File: config.mk
export PLATFORM = sky130hd
export DESIGN_NAME = imuldiv_int_div_iterative_param
export DESIGN_NICKNAME = d
export VERILOG_FILES = /design/src/rtl/imuldiv_int_div_iterative_param.sv
export SDC_FILE = /design/constraint.sdc
export NUM_CORES = 1
export LEC_CHECK = 0
export BUFFER_PORTS_ARGS = -buffer_cell sky130_fd_sc_hd__buf_4
export CAP_MARGIN = 40
export CORE_MARGIN = 1.5
export CORE_UTILIZATION = 55
export CTS_BUF_LIST = sky130_fd_sc_hd__clkbuf_8 sky130_fd_sc_hd__clkbuf_16
export DETAILED_ROUTE_END_ITERATION = 16
export PLACE_DENSITY = 0.82
export SETUP_SLACK_MARGIN = 0.5
export SLEW_MARGIN = 20
export SYNTH_ARGS = -nofsm -noshare
export SYNTH_HDL_FRONTEND = slang
export SYNTH_SLANG_ARGS = --single-unit
File: constraint.sdc
create_clock -name clk -period 4.6 [get_ports clk]
set_clock_uncertainty 0.2 [all_clocks]
set_input_delay 0.46 -clock clk [delete_from_list [all_inputs] [get_ports clk]]
set_output_delay 0.46 -clock clk [all_outputs]
set_load 0.02 [all_outputs]
File: src/rtl/imuldiv_int_div_iterative_param.sv
// Iterative restoring divider, W-bit operands, signed or unsigned, that
// resolves BITS_PER_CYCLE quotient bits per cycle. It uses a val/rdy request
// and response handshake and reports divide-by-zero explicitly.
// Response layout is {remainder, quotient}.

`ifndef IMULDIV_DIVREQ_MSG_FUNC_SIGNED
`define IMULDIV_DIVREQ_MSG_FUNC_SIGNED 1'b0
`endif
`ifndef IMULDIV_DIVREQ_MSG_FUNC_UNSIGNED
`define IMULDIV_DIVREQ_MSG_FUNC_UNSIGNED 1'b1
`endif

module imuldiv_int_div_iterative_param #(
    parameter int W              = 32,
    parameter int BITS_PER_CYCLE = 1
) (
    input  logic           clk,
    input  logic           reset,
    input  logic           divreq_msg_fn,
    input  logic [W-1:0]   divreq_msg_a,
    input  logic [W-1:0]   divreq_msg_b,
    input  logic           divreq_val,
    output logic           divreq_rdy,
    output logic [2*W-1:0] divresp_msg_result,
    output logic           divresp_msg_divzero,
    output logic           divresp_val,
    input  logic           divresp_rdy
);

    localparam int STEPS = W / BITS_PER_CYCLE;
    localparam int CNT_W = $clog2(STEPS + 1);
    localparam logic [CNT_W-1:0] CNT_INIT = CNT_W'(STEPS);
    localparam logic [CNT_W-1:0] CNT_ONE  = CNT_W'(1);

    typedef enum logic [1:0] {
        IDLE = 2'd0,
        CALC = 2'd1,
        DONE = 2'd2
    } state_t;

    state_t           state_q, state_d;
    logic [CNT_W-1:0] cnt_q, cnt_d;
    // Sign bits are stored already qualified by signed mode, so the
    // function select itself is not needed after the accepting edge.
    logic             sign_a_q, sign_a_d;
    logic             sign_b_q, sign_b_d;
    logic [W-1:0]     a_raw_q, a_raw_d;
    logic [W-1:0]     div_q, div_d;
    logic             dz_q, dz_d;
    // {partial remainder, quotient}. The partial remainder is always below
    // the divisor between steps, so the top bit of the (2W+1)-bit working
    // window is always zero here and only exists inside each step.
    logic [2*W-1:0]   rq_q, rq_d;
    logic [2*W-1:0]   res_q, res_d;
    logic             res_dz_q, res_dz_d;

    logic             req_signed;
    logic             a_neg, b_neg;
    logic [W-1:0]     a_mag, b_mag;
    logic [W-1:0]     q_mag, r_mag, q_fin, r_fin;

    // Chain of restoring steps evaluated within one CALC cycle.
    logic [2*W-1:0]   stage [0:BITS_PER_CYCLE];

    assign stage[0] = rq_q;

    generate
        for (genvar gi = 0; gi < BITS_PER_CYCLE; gi++) begin : g_step
            logic [2*W:0] sh;
            logic [W:0]   trial;
            assign sh    = {stage[gi], 1'b0};
            assign trial = sh[2*W:W] - {1'b0, div_q};
            assign stage[gi+1] = trial[W] ? sh[2*W-1:0]
                                          : {trial[W-1:0], sh[W-1:1], 1'b1};
        end
    endgenerate

    // Operand magnitudes: negate only negative operands in signed mode.
    assign req_signed = (divreq_msg_fn == `IMULDIV_DIVREQ_MSG_FUNC_SIGNED);
    assign a_neg      = req_signed && divreq_msg_a[W-1];
    assign b_neg      = req_signed && divreq_msg_b[W-1];
    assign a_mag      = a_neg ? -divreq_msg_a : divreq_msg_a;
    assign b_mag      = b_neg ? -divreq_msg_b : divreq_msg_b;

    // Sign fix-up of the final step output; MIN / -1 wraps back to MIN
    // naturally, so no overflow special case is needed.
    assign q_mag = stage[BITS_PER_CYCLE][W-1:0];
    assign r_mag = stage[BITS_PER_CYCLE][2*W-1:W];
    assign q_fin = dz_q ? {W{1'b1}} : ((sign_a_q ^ sign_b_q) ? -q_mag : q_mag);
    assign r_fin = dz_q ? a_raw_q   : (sign_a_q ? -r_mag : r_mag);

    // State and datapath registers.
    always_ff @(posedge clk or negedge reset) begin
        if (!reset) begin
            state_q  <= IDLE;
            cnt_q    <= '0;
            sign_a_q <= 1'b0;
            sign_b_q <= 1'b0;
            a_raw_q  <= '0;
            div_q    <= '0;
            dz_q     <= 1'b0;
            rq_q     <= '0;
            res_q    <= '0;
            res_dz_q <= 1'b0;
        end else begin
            state_q  <= state_d;
            cnt_q    <= cnt_d;
            sign_a_q <= sign_a_d;
            sign_b_q <= sign_b_d;
            a_raw_q  <= a_raw_d;
            div_q    <= div_d;
            dz_q     <= dz_d;
            rq_q     <= rq_d;
            res_q    <= res_d;
            res_dz_q <= res_dz_d;
        end
    end

    // Next-state and handshake outputs.
    always_comb begin
        state_d     = state_q;
        cnt_d       = cnt_q;
        sign_a_d    = sign_a_q;
        sign_b_d    = sign_b_q;
        a_raw_d     = a_raw_q;
        div_d       = div_q;
        dz_d        = dz_q;
        rq_d        = rq_q;
        res_d       = res_q;
        res_dz_d    = res_dz_q;
        divreq_rdy  = 1'b0;
        divresp_val = 1'b0;

        case (state_q)
            IDLE: begin
                divreq_rdy = 1'b1;
                if (divreq_val) begin
                    sign_a_d = a_neg;
                    sign_b_d = b_neg;
                    a_raw_d  = divreq_msg_a;
                    div_d    = b_mag;
                    dz_d     = (divreq_msg_b == '0);
                    rq_d     = {{W{1'b0}}, a_mag};
                    cnt_d    = CNT_INIT;
                    state_d  = CALC;
                end
            end
            CALC: begin
                rq_d  = stage[BITS_PER_CYCLE];
                cnt_d = cnt_q - CNT_ONE;
                if (cnt_q == CNT_ONE) begin
                    res_d    = {r_fin, q_fin};
                    res_dz_d = dz_q;
                    state_d  = DONE;
                end
            end
            DONE: begin
                divresp_val = 1'b1;
                if (divresp_rdy) begin
                    state_d = IDLE;
                end
            end
            default: begin
                state_d = IDLE;
            end
        endcase
    end

    assign divresp_msg_result  = res_q;
    assign divresp_msg_divzero = res_dz_q;

endmodule

==> key figures <==
Timing
  • Min Clock Period, post-route: 4.26 ns
  • RSZ-0062 raised after global routing: true
  • Fin. max-slew vios: 0
  • Fmax: 0.235 GHz
  • # setup viols final: 0
  • Crit share post-route: 0.926
  • Slew HR: 0.435
  • Final setup TNS: 0 ns
  • Fin. Hold Viols: 0
  • Worst-Margin Slew: 0.848 ns

Clocking
  • Clk root buf: clkbuf_16
  • Clock Path Buffers: 3
  • Clock transition at the registers of the reported paths: 0.07 ns
  • CTS tree: built
  • Worst-Skew Late Latency: 0.54 ns
  • Total CTS buffers: 23
  • Clk sink count: 204
  • Htree depth: 1

Layout
  • Layout overhead on the synthesized area: 24.0%
  • Layout cells sized above 1: 0.200
  • Number of diodes: 0
  • Nets@finish: 1868

Setup path
  • Crit path cell chain: inv_1 > ha_2 > inv_2 > fa_2 > a211oi_4 > buf_4 > nor3_4 > o2111ai_2 > a21oi_4 > o21a_4 > nor2_4 > buf_6 > mux2_4 > nor4_4 > buf_4 > buf_6 > buf_12 > nand3_4 > o311ai_4 > a21oi_1
  • Crit-path slowest cell: dfrtp_1
  • CP max FO: 6
  • Crit end category: flop
  • Data required time of the worst path: 4.79 ns
  • WP buf/inv: 7
  • Startpoint Class: flop
  • Crit Path Class: reg2reg
  • Critical Path AT: 4.45 ns
  • Crit-path max cell delay: 0.42 ns
  • CP top delay family: compound AO/OA/AOI/OAI gates

Synthesis
  • Cell taking the most area after synthesis: dfrtp_1
  • FF+latch count, synth: 204
  • Syn Area/Cell: 8.38 um^2
  • Post-synth EDFFs: 0
  • Largest family of logic cells by synthesized area: compound AO/OA/AOI/OAI gates
  • Compound-Gate Fraction of Synth Area: 0.233
  • Sequential area share after synthesis: 0.381
  • Post-synth top cells: nand2_1 (206), dfrtp_1 (204), o21ai_0 (173)
  • Multiplexer area fraction after synthesis: 0.0283
  • Prevailing post-synth register cell: dfrtp_1
  • Synthesized net count: 1705
  • Dominant cell by count in the synthesized netlist: nand2_1
  • XOR/XNOR Fraction of Synth Area: 0.0857
  • Synth warnings: 0
  • Synth top area share: 0.381
  • Gate Count Post-Synth: 1597
  • Yosys cell types: 88
  • Synth Area in Adders: 0.0370
  • Mapped Area: 13400 um^2
  • Dominant cells by area after synthesis: dfrtp_1 (38%), o21ai_0 (6.5%), nand2_1 (5.8%), a21oi_1 (5.2%), xnor2_1 (4.9%)
  • Post-synth ARST share: 1.00
  • Synth Area in Simple Gates: 0.189

GRT
  • Total track usage: 0.310
  • Largest net degree at the start of global routing: 113
  • Vias in the first global route: 12.4k
  • Global-route wire length before repair: 64.2 mm
  • Initial antenna violation count: 0
  • Grt ovf: 0

Routing
  • Vias post-DR: 13.1k
  • DR pass1 iterations: 5
  • Starting DRC count in detailed routing: 1098
  • DR DRC count: 0
  • Post-DR vias/cell: 6.26
  • Avg WL per Cell: 19.4 um
  • Detail Route Antenna Nets: 0
  • Final WL: 40.6 mm

Floorplan
  • Initial Util: 0.565
  • Ports: 136
  • Die area: 25300 um^2
  • Rows: 56
  • Chip height: 159 um
  • Core area: 23700 um^2
  • Die width: 159 um

Min path
  • Tightest Hold Check Type: in2reg

Outcome
  • Outcome: finished clean

Run
  • Max-cap violations: 0

Placed design
  • Routability cong.: 0.930
  • Detailed placer's ending HPWL: 27.7 mm
  • Number of port buffers: 135
## cell families (layout without fill, tap and decap cells)
family,Yosys count,after routing
AO/OA/AOI/OAI,502,502
XOR/XNOR,131,131
adder cells (fa/ha/maj),39,39
buffers and inverters,153,329
flip-flops,204,204
multiplexers,37,37
AND/OR/NAND/NOR,531,531
## state kept, by name, summed over array words and instances, names as in the netlist
register,flops
dz_q,1
cnt_q,6
sign_a_q,1
divresp_msg_result,64
div_q,32
sign_b_q,1
state_q,2
rq_q,64
a_raw_q,32
divresp_msg_divzero,1
## worst min-delay path: cells and delay by family
kind,cells,cell delay (ns)
compound gates,1,0.12
xor+xnor,1,0.05
buf+inv,1,0.09
## layout by cell type, fill, tap and decap left out, types with 28 or more instances in the layout
cell,Yosys,routed
dfrtp_1,204,203
a22oi_1,33,32
xnor2_1,75,74
ha_1,38,30
xor2_1,56,54
nand2_1,206,205
a21oi_1,138,133
buf_4,2,190
dlygate4sd3_1,0,28
nor3_1,30,28
o21ai_0,173,162
inv_1,59,60
nor2_1,124,117
nand3_1,52,50
## timing repair
action,CTS,global route
pin swaps,18,35
resized for setup,37,73
hold endpoints to repair,124,0
buffers inserted,15,15
setup endpoints to repair,28,44
hold buffers,28,0
## worst paths after layout
| kind | from | endpoint | slack (ns) | cells after the start |
|---|---|---|---|---|
| max | rq_q[31] | divresp_msg_result[55] | 0.34 | 20 |
| min reg2reg | divresp_msg_result[57] | divresp_msg_result[57] | 0.27 | 2 |
| max in group asynchronous | reset | a_raw_q[11] | 2.69 | 4 |
| min in group asynchronous | reset | div_q[2] | 0.18 | 2 |
| max reg2reg | rq_q[31] | divresp_msg_result[55] | 0.34 | 20 |
| min | divreq_msg_b[13] | div_q[13] | 0.03 | 3 |
## cell type report
type / instances / area (um^2)
Multi-Input combinational cell: 1240 / 8210
Clock buffer: 29 / 658
Clock inverter: 9 / 110
Fill cell: 1871 / 7090
Sequential cell: 204 / 5110
Tap cell: 319 / 399
Timing Repair Buffer: 231 / 1880
Inverter: 60 / 228
## per-stage QoR
stage | hold WS [ns] | utilization | setup slack (ns) | cells | area, um^2
floorplan | -0.0356 | - | 0.486 | 1597 | 13400
global placement | 0.253 | 0.622 | 0.328 | 1990 | 14700
detailed placement | 0.256 | 0.623 | 0.285 | 1992 | 14700
CTS | 0.0173 | 0.680 | 0.466 | 2073 | 16100
global route | 0.0347 | 0.701 | 0.229 | 2092 | 16600
finish | 0.0274 | 0.701 | 0.339 | 2092 | 16600
## per-layer routing
layer / track usage / vias up / share of wire / wire length (um)
met2: 0.527 / 577 / 0.49 / 19700
met5: 0 / - / 0 / 0
li1: - / 6036 / - / -
met3: 0.0404 / 112 / 0.071 / 2890
met4: 0.111 / 0 / 0.036 / 1450
met1: 0.408 / 6378 / 0.41 / 16500
Power is left out: the tool's default activity adds up to more than one toggle a clock period on the data nets, which glitch-free logic cannot reach.
